===== config.mk =====
export PLATFORM = sky130hd
export DESIGN_NAME = instr_fetch_unit_flat
export DESIGN_NICKNAME = d
export VERILOG_FILES = /design/src/rtl/mips_fetch_pkg.sv /design/src/rtl/instr_fetch_unit_if.sv /design/src/rtl/instr_fetch_unit_timeout_ctr.sv /design/src/rtl/instr_fetch_unit.sv /design/src/flat_wrapper.sv
export SDC_FILE = /design/constraint.sdc
export NUM_CORES = 1
export LEC_CHECK = 0
export ABC_AREA = 1
export ABC_CLOCK_PERIOD_IN_PS = 10300
export BUFFER_PORTS_ARGS = -buffer_cell sky130_fd_sc_hd__buf_2
export CORE_MARGIN = 3
export CORE_UTILIZATION = 53
export DETAILED_ROUTE_END_ITERATION = 8
export PLACE_DENSITY = 0.82
export SYNTH_ARGS = -nofsm -noshare
export SYNTH_HDL_FRONTEND = slang
export SYNTH_SLANG_ARGS = --single-unit

===== constraint.sdc =====
create_clock -name clk -period 10.3 [get_ports clk]
set_input_delay 2.06 -clock clk [delete_from_list [all_inputs] [get_ports clk]]
set_output_delay 2.06 -clock clk [all_outputs]
set_load 0.01 [all_outputs]

===== src/rtl/mips_fetch_pkg.sv =====
// Shared definitions for the instruction fetch unit: FSM state encoding,
// default sequential PC increment, reset PC and the word-alignment width.
package mips_fetch_pkg;

  typedef enum logic [1:0] {
    IDLE  = 2'd0,
    FETCH = 2'd1,
    DONE  = 2'd2
  } fetch_state_e;

  localparam int          DEF_PC_STEP = 4;
  localparam logic [31:0] RESET_PC    = 32'h0000_0000;
  // Number of low address bits forced to zero to word-align a PC.
  localparam int          ALIGN_BITS  = 2;

endpackage


===== src/rtl/instr_fetch_unit_if.sv =====
// Instruction memory read port: req/ready handshake with address and data.
// master = fetch unit, slave = instruction memory.
interface instr_fetch_unit_if #(
  parameter int DATA_W = 32
);
  logic              mem_req;
  logic [DATA_W-1:0] mem_addr;
  logic [DATA_W-1:0] mem_rdata;
  logic              mem_ready;

  modport master (
    output mem_req,
    output mem_addr,
    input  mem_rdata,
    input  mem_ready
  );

  modport slave (
    input  mem_req,
    input  mem_addr,
    output mem_rdata,
    output mem_ready
  );
endinterface


===== src/rtl/instr_fetch_unit_timeout_ctr.sv =====
// FETCH watchdog: counts cycles while enabled and flags the last allowed
// cycle. Only compiled when FETCH_TIMEOUT_EN is defined.
`ifdef FETCH_TIMEOUT_EN
module fetch_timeout_ctr #(
  parameter int LIMIT = 255
) (
  input  logic clk,
  input  logic rst,
  input  logic clr,
  input  logic en,
  output logic expired
);
  localparam int CW = $clog2(LIMIT + 1);

  logic [CW-1:0] cnt_q, cnt_d;

  // expired is high during the LIMIT-th enabled cycle since the last clear
  assign expired = en && (cnt_q == CW'(LIMIT - 1));

  // next count: clear wins, otherwise advance until expiry
  always_comb begin
    cnt_d = cnt_q;
    if (clr) begin
      cnt_d = '0;
    end else if (en && !expired) begin
      cnt_d = cnt_q + 1'b1;
    end
  end

  // count register
  always_ff @(posedge clk or posedge rst) begin
    if (rst) begin
      cnt_q <= '0;
    end else begin
      cnt_q <= cnt_d;
    end
  end
endmodule
`endif


===== src/rtl/instr_fetch_unit.sv =====
// Multi-cycle MIPS instruction fetch engine: IDLE -> FETCH -> DONE -> IDLE.
// Reads the PC, fetches one word over the req/ready port, latches the IR and
// returns the next PC (sequential or redirect) with a one-cycle write strobe.
// Optional FETCH timeout is enabled by defining FETCH_TIMEOUT_EN.
module instr_fetch_unit
  import mips_fetch_pkg::*;
#(
  parameter int DATA_W         = 32,
  parameter int PC_STEP        = DEF_PC_STEP,
  parameter int TIMEOUT_CYCLES = 255
) (
  input  logic                   clk,
  input  logic                   rst,
  input  logic                   fetch_start,
  input  logic [DATA_W-1:0]      pc_cur,
  input  logic                   redirect_valid,
  input  logic [DATA_W-1:0]      redirect_target,
  output logic [DATA_W-1:0]      pc_next,
  output logic                   pc_write,
  instr_fetch_unit_if.master     mem,
  output logic [DATA_W-1:0]      ir_out,
  output logic                   ir_valid,
  output logic                   busy,
  output logic                   fetch_err
);

  fetch_state_e      state_q, state_d;
  logic [DATA_W-1:0] pc_next_q, pc_next_d;
  logic              pc_write_q, pc_write_d;
  logic              mem_req_q, mem_req_d;
  logic [DATA_W-1:0] mem_addr_q, mem_addr_d;
  logic [DATA_W-1:0] ir_q, ir_d;
  logic              ir_valid_q, ir_valid_d;
  logic              busy_q, busy_d;
  logic              fetch_err_q, fetch_err_d;
  logic              timeout_hit;
  logic [DATA_W-1:0] pc_cur_al, redirect_al;

  assign pc_cur_al   = {pc_cur[DATA_W-1:ALIGN_BITS], {ALIGN_BITS{1'b0}}};
  assign redirect_al = {redirect_target[DATA_W-1:ALIGN_BITS], {ALIGN_BITS{1'b0}}};

`ifdef FETCH_TIMEOUT_EN
  // counter is held clear while idle, so every FETCH starts from zero
  fetch_timeout_ctr #(.LIMIT(TIMEOUT_CYCLES)) u_timeout (
    .clk     (clk),
    .rst     (rst),
    .clr     (state_q == IDLE),
    .en      (state_q == FETCH),
    .expired (timeout_hit)
  );
`else
  // no watchdog in this build: FETCH waits for mem_ready indefinitely
  assign timeout_hit = (TIMEOUT_CYCLES < 0);
`endif

  // next-state and registered-output logic; redirect has top priority
  always_comb begin
    state_d     = state_q;
    pc_next_d   = pc_next_q;
    pc_write_d  = 1'b0;
    mem_req_d   = mem_req_q;
    mem_addr_d  = mem_addr_q;
    ir_d        = ir_q;
    ir_valid_d  = 1'b0;
    busy_d      = busy_q;
    fetch_err_d = 1'b0;

    if (redirect_valid) begin
      pc_next_d  = redirect_al;
      pc_write_d = 1'b1;
    end

    unique case (state_q)
      IDLE: begin
        if (!redirect_valid && fetch_start) begin
          state_d    = FETCH;
          mem_addr_d = pc_cur_al;
          mem_req_d  = 1'b1;
          busy_d     = 1'b1;
        end
      end
      FETCH: begin
        if (redirect_valid) begin
          // abort: any data arriving this cycle is dropped
          state_d   = IDLE;
          mem_req_d = 1'b0;
          busy_d    = 1'b0;
        end else if (timeout_hit) begin
          state_d     = IDLE;
          mem_req_d   = 1'b0;
          busy_d      = 1'b0;
          fetch_err_d = 1'b1;
        end else if (mem.mem_ready) begin
          state_d    = DONE;
          ir_d       = mem.mem_rdata;
          ir_valid_d = 1'b1;
          pc_next_d  = mem_addr_q + DATA_W'(PC_STEP);
          pc_write_d = 1'b1;
          mem_req_d  = 1'b0;
        end
      end
      DONE: begin
        state_d = IDLE;
        busy_d  = 1'b0;
      end
      default: begin
        state_d   = IDLE;
        mem_req_d = 1'b0;
        busy_d    = 1'b0;
      end
    endcase
  end

  // state and output registers
  always_ff @(posedge clk or posedge rst) begin
    if (rst) begin
      state_q     <= IDLE;
      pc_next_q   <= DATA_W'(RESET_PC);
      pc_write_q  <= 1'b0;
      mem_req_q   <= 1'b0;
      mem_addr_q  <= '0;
      ir_q        <= '0;
      ir_valid_q  <= 1'b0;
      busy_q      <= 1'b0;
      fetch_err_q <= 1'b0;
    end else begin
      state_q     <= state_d;
      pc_next_q   <= pc_next_d;
      pc_write_q  <= pc_write_d;
      mem_req_q   <= mem_req_d;
      mem_addr_q  <= mem_addr_d;
      ir_q        <= ir_d;
      ir_valid_q  <= ir_valid_d;
      busy_q      <= busy_d;
      fetch_err_q <= fetch_err_d;
    end
  end

  assign pc_next      = pc_next_q;
  assign pc_write     = pc_write_q;
  assign mem.mem_req  = mem_req_q;
  assign mem.mem_addr = mem_addr_q;
  assign ir_out       = ir_q;
  assign ir_valid     = ir_valid_q;
  assign busy         = busy_q;
  assign fetch_err    = fetch_err_q;

endmodule

===== src/flat_wrapper.sv =====
// flat-port wrapper written by rule: the top's interface ports become plain ports
module instr_fetch_unit_flat import mips_fetch_pkg::*;
#(
  parameter int DATA_W         = 32,
  parameter int PC_STEP        = DEF_PC_STEP,
  parameter int TIMEOUT_CYCLES = 255
)
  (clk, rst, fetch_start, pc_cur, redirect_valid, redirect_target, pc_next, pc_write, ir_out, ir_valid, busy, fetch_err, mem_mem_req, mem_mem_addr, mem_mem_rdata, mem_mem_ready);
  instr_fetch_unit_if #(.DATA_W(DATA_W)) mem_i ();
  input  logic clk;
  input  logic rst;
  input  logic fetch_start;
  input  logic [DATA_W-1:0] pc_cur;
  input  logic redirect_valid;
  input  logic [DATA_W-1:0] redirect_target;
  output logic [DATA_W-1:0] pc_next;
  output logic pc_write;
  output logic [DATA_W-1:0] ir_out;
  output logic ir_valid;
  output logic busy;
  output logic fetch_err;
  output wire logic [$bits(mem_i.mem_req)-1:0] mem_mem_req;
  output wire logic [$bits(mem_i.mem_addr)-1:0] mem_mem_addr;
  input wire logic [$bits(mem_i.mem_rdata)-1:0] mem_mem_rdata;
  input wire logic [$bits(mem_i.mem_ready)-1:0] mem_mem_ready;
  assign mem_mem_req = mem_i.mem_req;
  assign mem_mem_addr = mem_i.mem_addr;
  assign mem_i.mem_rdata = mem_mem_rdata;
  assign mem_i.mem_ready = mem_mem_ready;
  instr_fetch_unit #(.DATA_W(DATA_W), .PC_STEP(PC_STEP), .TIMEOUT_CYCLES(TIMEOUT_CYCLES)) u_core (.clk(clk), .rst(rst), .fetch_start(fetch_start), .pc_cur(pc_cur), .redirect_valid(redirect_valid), .redirect_target(redirect_target), .pc_next(pc_next), .pc_write(pc_write), .mem(mem_i), .ir_out(ir_out), .ir_valid(ir_valid), .busy(busy), .fetch_err(fetch_err));
endmodule

# == After elaboration in Yosys (flattened, before gate mapping) ==
# Index checks and enable logic that the tools add are counted.
# op_classes
eq_ne,5
bitwise,2
add_sub_neg,1
n_mux,21
n_reduce_logical,8
# ops
cell,n
32-bit 2-to-1 mux,4
32-bit by 3-bit adder with 32-bit output (second input constant),1
1-bit 2-to-1 mux,11
2-bit 2-to-1 mux,3
2-bit AND reduction,3
3-bit AND reduction,2
2-bit case mux with 2 select lines,1
3-bit inequality test (second input constant),1
1-bit case mux with 3 select lines,1
2-bit by 1-bit equality test with 1-bit output (second input constant),1
2-bit equality test (second input constant),1
2-bit zero test,1
2-bit by 1-bit inequality test with 1-bit output (second input constant),1
2-bit inequality test (second input constant),1
1-bit NOT,2
1-bit case mux with 2 select lines,1
1-bit logical AND,1
1-bit zero test,1
# word_totals
output_inout_bits,101
ff_bits,100

# == Logic depth before layout (Yosys ltp) ==
# Gate-level depths: netlist (run 1).
# depth
depth_word,4
depth_mapped,10

# == Least setup slack after synthesis (run 1) ==
# Ideal clock, no wire load.
# synth_timing
kind,in2reg
from,input port redirect_valid
to,"register u_core.pc_next_q[27], in the netlist u_core.pc_next[27]"
setup_slack_ns,7.379
cell_stages,8
arrival_ns,2.808
path_buffers,1
cell_sequence,buf_6 > or2_2 > o21ai_2 > nor2_1 > nor2_1 > nand3_1 > nand2_1 > inv_1
# synth_via
elab_chain_cells,4
# synth_rtl
item,line_no,text
"start, declared",flat_wrapper.sv:14,input logic redirect_valid;
32-bit 2-to-1 mux,instr_fetch_unit.sv:68,if (redirect_valid) begin
32-bit 2-to-1 mux,instr_fetch_unit.sv:93,end else if (mem.mem_ready) begin
32-bit 2-to-1 mux,instr_fetch_unit.sv:83,if (redirect_valid) begin
32-bit 2-to-1 mux (*),instr_fetch_unit.sv:73,unique case (state_q)
via u_core.pc_next_d[27],instr_fetch_unit.sv:28,"logic [DATA_W-1:0] pc_next_q, pc_next_d;"
"end signal, assigned",instr_fetch_unit.sv:118,pc_next_q <= DATA_W'(RESET_PC);
"end signal, assigned",instr_fetch_unit.sv:128,pc_next_q <= pc_next_d;
"end, declared",instr_fetch_unit.sv:28,
# The timed path passes the listed nets; every way through them passes the cells marked *.
# A chain may end at the register's enable or synchronous reset.

# == Final worst setup path (run 1) ==
# layout_timing
from,input port redirect_valid
to,"register u_core.pc_next_q[9], in the netlist u_core.pc_next[9]"
# Same word-level chain as after synthesis.

==> reports/qor_table.md, run 1 <==
| Stage | Parameter | This run |
| --- | --- | --- |
| die | Area of the core | 9330 µm² |
| synthesis | Synth warnings | 0 |
| finish | Final core occ | 0.677 |
| cts | Clock tree from TritonCTS | built |
| cts | Clock Root Buffer | clkbuf_8 |
| synthesis | Post-synthesis share of cell area spent on and, or, nand and nor gates | 0.300 |
| finish | Sequential Area | 2500 µm² |
| worst setup path | Cell seen most often among critical-path stages | inv_2 |
| min path | Worst hold path class | flop to flop |
| placement | Placement Cell Area | 6130 µm² |
| flow run | Max-cap viol count | 0 |
| synthesis | Count of cell types in the netlist | 37 |
| timing | Setup total negative slack | 0 ns |
| finish | Summed area of non-filler cells in the final layout | 6310 µm² |
| run status | Status | complete, no violations |
| global route | Overall overflow remaining after global route | 0 |
| worst setup path | Critical Path RT | 10.58 ns |
| timing | Tmin final | 4.26 ns |
| routing | Detailed-route vias per instance | 5.07 |
| finish | Layout cells sized above 1 | 0.345 |
| finish | Ant diodes | 0 |
| synthesis | Post-synthesis share of cell area spent on full adders, half adders and majority gates | 0.00244 |
| global route | Via count of the first global-routing pass | 4594 |
| synthesis | Share of synthesized area occupied by flip-flops and latches | 0.487 |
| worst setup path | CP cell instances | buf_2 -> nor2_1 -> inv_2 -> nor2_4 -> buf_4 -> inv_2 -> o211ai_1 -> o21ai_1 |
| cts | H-Tree Depth | 3 |
| timing | Pins over their slew limit | 0 |
| finish | Number of nets at the end of the flow | 900 |
| synthesis | Share of the synthesized area in compound gates (AO/OA/AOI/OAI) | 0.0616 |
| global route | Initial antenna violation count | 0 |
| placement | Dpl hpwl | 10.3 mm |
| routing | Violation count after the first detailed-route iteration | 318 |
| global route | Total routing usage reported by global routing | 0.251 |
| cts | Hold buffer count at CTS | 0 |
| synthesis | Xor and xnor area share after synthesis | 0.0205 |
| die | Floorplan row count | 35 |
| synthesis | Area share of the largest cell type after synthesis | 0.487 |
| synthesis | Dominant combinational cell family by area after synthesis | simple AND/OR/NAND/NOR gates |
| worst setup path | Largest stage delay, worst path | 0.79 ns |
| cts | CTS max path bufs | 2 |
| timing | Highest achievable clock rate | 235 MHz |
| finish | Filler cells | 834 |
| cts | Clk sink count | 100 |
| die | Initial core utilization | 0.551 |
| global route | First-pass GRT wire length | 22.4 mm |
| routing | ANT nets after route | 0 |
| timing | Number of hold violations in the final report | 0 |
| cts | Clock slew at the register clock pins of the worst setup and hold paths | 0.10 ns |
| die | Die outline area | 10900 µm² |
| finish | Layout overhead on the synthesized area | 22.9% |
| worst setup path | Cell family contributing the most delay on the critical path | buffers and inverters |
| cts | Latest clock arrival within the worst-skew pair | 0.37 ns |
| pwr | Maximum ir drop on the vdd rail | 0.0925 mV |
| cts | Count of buffers added by post-CTS timing repair for setup | 0 |
| finish | Area of combinational cells with multiple inputs | 2310 µm² |
| pwr | Static leakage | 3.42 nW |
| routing | DRC violation count after routing | 0 |
| timing | Fin Clk Skew | 0.0166 ns |
| synthesis | Cells after Synth | 613 |
| timing | Slew at the pin closest to its max-slew limit | 0.999 ns |
| worst setup path | Critical Path AT | 4.53 ns |
| cts | Number of buffers created by CTS | 9 |
| timing | Final setup violation count | 0 |
| routing | Number of vias after detailed routing | 4729 |
| synthesis | Cell area after synthesis | 5140 µm² |
| synthesis | Dominant cells by area after synthesis | dfrtp_1 49%, nand2_1 16%, nor2_1 4.8% |
| timing | Post-route fraction of the period consumed by the critical path | 0.413 |
| worst setup path | Worst setup path class | input pin to flop |
| synthesis | Cell type contributing the most total cell area after synthesis | dfrtp_1 |
| synthesis | Flops & latches, synth | 100 |
| routing | First-pass DRT Iterations | 5 |
| synthesis | Multiplexer share of the synthesized area | 0.0633 |
| placement | Port bufs | 194 |
| routing | WL/cell | 14.7 µm |
| worst setup path | Type of element launching the critical path | input pin |
| timing | Relative slew margins | 0.334 |
| pwr | Power per cell area | 173 nW/µm² |
| placement | Routability congestion estimate from global placement | 0.945 |
| global route | Largest net degree at the start of global routing | 74 |
| worst setup path | Crit-path max FO | 61 |
| worst setup path | Critical Path Slowest Stage Cell | inv_2 |
| finish | Post-route insts no fill | 932 |
| die | Number of I/O pins | 202 |
| die | Die span in x | 104 µm |
| worst setup path | Buffers & Inverters on Critical Path | 4 |
| placement | Cell count after placement | 916 |
| synthesis | Post-synthesis average cell area | 8.38 µm² |
| worst setup path | Type of element capturing the critical path | flop |
| timing | Setup repair after global routing missed its margin | false |
| cts | Post-cts resize count | 0 |
| routing | Total Wirelength | 13.7 mm |
| die | Height of the chip | 104 µm |
## worst min-delay path: stages, from the launching register on
cell     delay [ns]
dfrtp_1        0.35
nand2_1        0.05
nand2_1        0.05
## routing by layer
| metal | share of wire | GRT usage | wire length, µm |
|---|---|---|---|
| met1 | 0.43 | 0.340 | 5900 |
| met2 | 0.49 | 0.417 | 6680 |
| met3 | 0.062 | 0.0403 | 854 |
| met4 | 0.018 | 0.0750 | 244 |
| met5 | 0 | 0 | 0 |
## metrics by stage
| stage | power (mW) | hold slack (ns) | setup slack (ns) |
|---|---|---|---|
| after floorplan | 0.720 | 0.506 | 5.62 |
| after global placement | 0.850 | 0.448 | 5.72 |
| after detailed placement | 0.864 | 0.454 | 5.69 |
| after CTS | 1.10 | 0.479 | 6.07 |
| after global routing | 1.16 | 0.501 | 5.80 |
| final | 1.09 | 0.477 | 6.04 |
## state kept, by name, summed over array words and instances (netlist names)
| signal | cells |
|---|---|
| u_core.mem.mem_addr | 30 |
| u_core.mem.mem_req | 1 |
| u_core.pc_next | 32 |
| u_core.state_q | 2 |
| u_core.ir_out | 32 |
| u_core.ir_valid | 1 |
| u_core.pc_write | 1 |
| u_core.busy | 1 |
## cells by family after synthesis
group           Yosys count
compound gates           54
other cells               1
xor+xnor                 12
flops                   100
buf+inv                  69
fa+ha+maj                 1
simple gates            346
mux                      30
## synth_stat cells
cell      instances
clkbuf_1          2
ha_1              1
o31ai_1           1
nor2_4            7
dfrtp_1         100
xor2_1            8
a31oi_1           3
o211ai_1          7
inv_1            42
buf_6             4
nand2_2           2
o22ai_1           1
nand2_1         215
o21bai_1          1
and2_1            1
mux2_2           20
nand3_2           2
xnor2_1           4
nor2_2            6
nand2_4           2
or2_2            14
o21ai_0          13
buf_2            10
nand3b_1          2
inv_2             3
nand3_4           2
o21ai_2           5
o21ai_1           9
nor2_1           66
mux2i_1          10
buf_4             8
nand4_1           2
or2_1             2
nand3_1          21
nor2_8            2
a21oi_1          14
conb_1            1
## where the power goes
group | internal (mW) | switching, mW | total, mW
Sequential | 0.468 | 0.0688 | 0.537
Clock | 0.0924 | 0.145 | 0.237
Combinational | 0.133 | 0.187 | 0.320
## path summary, 6_finish.rpt
check	cells past startpoint	endpoint	slack, ns	startpoint
setup / recovery	8	u_core.pc_next[9]$_DFF_PP0_	6.04	redirect_valid
hold / removal	2	u_core.ir_out[22]$_DFFE_PP0P_	0.48	u_core.ir_out[22]$_DFFE_PP0P_
setup reg to reg	8	u_core.pc_next[5]$_DFF_PP0_	7.86	u_core.state_q[1]$_DFFE_PP0P_
hold reg to reg	2	u_core.ir_out[22]$_DFFE_PP0P_	0.48	u_core.ir_out[22]$_DFFE_PP0P_
max in group asynchronous	3	u_core.mem.mem_addr[30]$_DFFE_PP0P_	7.39	rst
min in group asynchronous	2	u_core.ir_out[11]$_DFFE_PP0P_	1.66	rst
## layout make-up
type                       instances  area share
clock buffer                      10      0.0202
multi-input combinational        446       0.366
timing repair buffer             196       0.156
clock inverter                     6     0.00852
tap                              129      0.0256
sequential                       100       0.396
inverter                          45      0.0272
## placed cells by master, fill, tap and decap left out, drive strengths merged
cell      count
clkbuf       10
xnor2         4
clkinv        2
clkinvlp      1
o31ai         1
mux2         20
o211ai        7
nand3        25
a21oi        14
conb          3
or2          16
o21bai        1
ha            1
and2          1
nand2       219
buf         196
a31oi         3
o22ai         1
nor2         81
dfrtp       100
nand3b        2
mux2i        10
nand4         2
inv          48
xor2          8
o21ai        27
(Power assumes the default switching activity.)
==> run 2, diff against run 1 <==
Settings changed: ABC_CLOCK_PERIOD_IN_PS 10300 to 3760, CORE_UTILIZATION 53 to 44, PLACE_DENSITY 0.82 to 0.72.
Clock period 10.3 ns to 3.76 ns, I/O delays scaled along.
==> run 2 against run 1 <==
- hold slack worse by 0.0098 ns
- count of clock-buffer cells in the layout unchanged
- sequential share of layout area down 0.77 points
- critical path type unchanged
- register-to-register slack worse by 5.9 ns
- critical path depth unchanged
- first-iteration DRC count down 37%
- sequential power rose to 2.7 times the previous value
- wire length up 3.8%
- sequential cell count unchanged
==> reports/qor_table.md, run 2 (synthesis results as in run 1) <==
| Stage | Parameter | This run |
| --- | --- | --- |
| worst setup path | Critical Path RT | 4.03 ns |
| timing | Number of hold violations in the final report | 0 |
| finish | Layout cells sized above 1 | 0.346 |
| global route | Initial antenna violation count | 0 |
| cts | Count of buffers added by post-CTS timing repair for setup | 0 |
| placement | Setup slack at placement | 0.948 ns |
| finish | Number of nets at the end of the flow | 903 |
| timing | Setup repair after global routing missed its margin | false |
| worst setup path | Startpoint of the worst-slack reg-to-reg timing path | u_core.mem.mem_addr[3]$_DFFE_PP0P_ |
| global route | Total routing usage reported by global routing | 0.223 |
| die | Die outline area | 13000 µm² |
| pwr | Power per cell area | 494 nW/µm² |
| cts | Clock tree from TritonCTS | built |
| timing | Tmin final | 2.44 ns |
| cts | Hold buffer count at CTS | 0 |
| global route | Overall overflow remaining after global route | 0 |
| cts | Number of buffers created by CTS | 9 |
| routing | ANT nets after route | 0 |
| flow run | Max-cap viol count | 0 |
| routing | First-pass DRT Iterations | 4 |
| routing | DRC violation count after routing | 0 |
| timing | Fin Clk Skew | 0.00914 ns |
| die | Floorplan row count | 38 |
| pwr | Logic pwr share | 0.275 |
| timing | Final setup violation count | 0 |
| min path | Min-Delay Startpoint | u_core.ir_out[6]$_DFFE_PP0P_ |
| timing | Post-route fraction of the period consumed by the critical path | 0.649 |
| cts | Latest clock arrival within the worst-skew pair | 0.35 ns |
| pwr | Cell internal pwr | 2.09 mW |
| finish | Layout overhead on the synthesized area | 25.3% |
| cts | H-Tree Depth | 3 |
| cts | Post-cts resize count | 0 |
| timing | Pins over their slew limit | 0 |
| die | Number of I/O pins | 202 |
| routing | Number of vias after detailed routing | 4624 |
| run status | Status | complete, no violations |
| routing | Detailed-route vias per instance | 4.90 |
| finish | Filler cells | 1032 |
| timing | Highest achievable clock rate | 410 MHz |
| cts | Clk sink count | 100 |
| pwr | Maximum ir drop on the vdd rail | 0.336 mV |
| global route | First-pass GRT wire length | 23.0 mm |
| cts | Clock Root Buffer | clkbuf_16 |
| worst setup path | Start point of the critical path | redirect_valid |
| worst setup path | Worst Reg2Reg Path Length in Cells | 8 |
| pwr | Sequential Power Share | 0.462 |
| die | Initial core utilization | 0.462 |
| finish | Leading cell type in the layout, fill and taps excluded | nand2_1 |
| timing | Setup total negative slack | 0 ns |
| global route | Largest net degree at the start of global routing | 79 |
| pwr | Switching power summed over all nets | 1.09 mW |
| die | Area of the core | 11100 µm² |
| placement | Dpl hpwl | 10.7 mm |
| placement | Routability congestion estimate from global placement | 0.886 |
| timing | Worst setup margin | 1.32 ns |
| routing | Violation count after the first detailed-route iteration | 200 |
| worst setup path | Worst setup path class | input pin to flop |
| timing | Slew at the pin closest to its max-slew limit | 0.952 ns |
| die | Height of the chip | 114 µm |
| worst setup path | R2R setup slack | 2.01 ns |
| finish | Ant diodes | 0 |
| timing | Relative slew margins | 0.366 |
| placement | Port bufs | 194 |
| routing | Total Wirelength | 14.2 mm |
| worst setup path | Type of element capturing the critical path | flop |
| worst setup path | Worst r2r dst | u_core.pc_next[20]$_DFF_PP0_ |
| die | Die span in x | 114 µm |
| cts | Clock slew at the register clock pins of the worst setup and hold paths | 0.06 ns |
| min path | Hold path endpoint | u_core.ir_out[6]$_DFFE_PP0P_ |
| worst setup path | Type of element launching the critical path | input pin |
| min path | Hold depth | 2 |
| worst setup path | Critical Path AT | 2.71 ns |
| finish | Commonest non-fill, non-tap cells in the layout | 215 x nand2_1, 194 x buf_2, 100 x dfrtp_1 |
| worst setup path | Crit-path max FO | 34 |
| pwr | Switching share of power | 0.342 |
| pwr | Clock network fraction of design power | 0.263 |
| global route | Via count of the first global-routing pass | 4533 |
| routing | WL/cell | 15.0 µm |
| cts | CTS max path bufs | 2 |
| pwr | Static leakage | 3.47 nW |
| min path | Worst hold path class | flop to flop |
==> run 2: cell types whose count changed in the layout (fill, tap and decap cells not counted), sizes merged <==
cell      change
clkinvlp      +1
buf           +3
inv           -3
==> run 2: power groups by stage <==
stage                     logic [mW]  clock network (mW)  registers [mW]
after floorplan                0.419                   0            1.55
after global placement         0.872                   0            1.47
after detailed placement       0.888                   0            1.48
after CTS                      0.891               0.858            1.47
after global routing           0.984               0.900            1.50
final                          0.876               0.837            1.47
==> run 2: area by class of cell <==
type	instances	area, µm²	area share
multi-input cells	446	2310	0.359
flip-flops and latches	100	2500	0.389
well taps	140	175	0.0272
inverters	45	171	0.0266
clock buffers	10	229	0.0356
repair buffers	199	1020	0.159
clock inverters	4	28.8	0.00447
==> run 2: metal layers <==
metal	vias up	wire length, µm	part of all wire	track usage
li1	2304	-	-	-
met1	2147	6340	0.45	0.311
met2	154	6740	0.47	0.350
met3	19	832	0.059	0.0396
met4	0	291	0.020	0.0839
met5	-	0	0	0
==> run 2: worst max path at each step <==
stage | endpoint | slack, ns | depth (start not counted)
after detailed placement | u_core.pc_next[9]$_DFF_PP0_ | 0.95 | 8
after CTS | u_core.pc_next[9]$_DFF_PP0_ | 1.30 | 8
final | u_core.pc_next[9]$_DFF_PP0_ | 1.32 | 8
after global placement | u_core.pc_next[9]$_DFF_PP0_ | 0.96 | 8
after global routing | u_core.pc_next[9]$_DFF_PP0_ | 1.12 | 8
after floorplan | u_core.busy$_DFFE_PP0P_ | 0.39 | 1
==> run 2: worst max-delay path, stage by stage <==
cell      delay [ns]
buf_2           0.60
nor2_1          0.13
inv_2           0.19
nor2_4          0.05
inv_2           0.41
buf_4           0.33
o211ai_1        0.12
o21ai_1         0.11
==> run 2: stage by stage <==
stage	utilization	power, mW	instance area, µm²	cells	hold WS, ns
detailed placement	0.556	2.37	6180	930	0.454
CTS	0.579	3.22	6440	944	0.470
finish	0.579	3.18	6440	944	0.467
floorplan	-	1.97	5140	615	0.506
global route	0.579	3.38	6440	944	0.492
global placement	0.556	2.35	6180	930	0.448
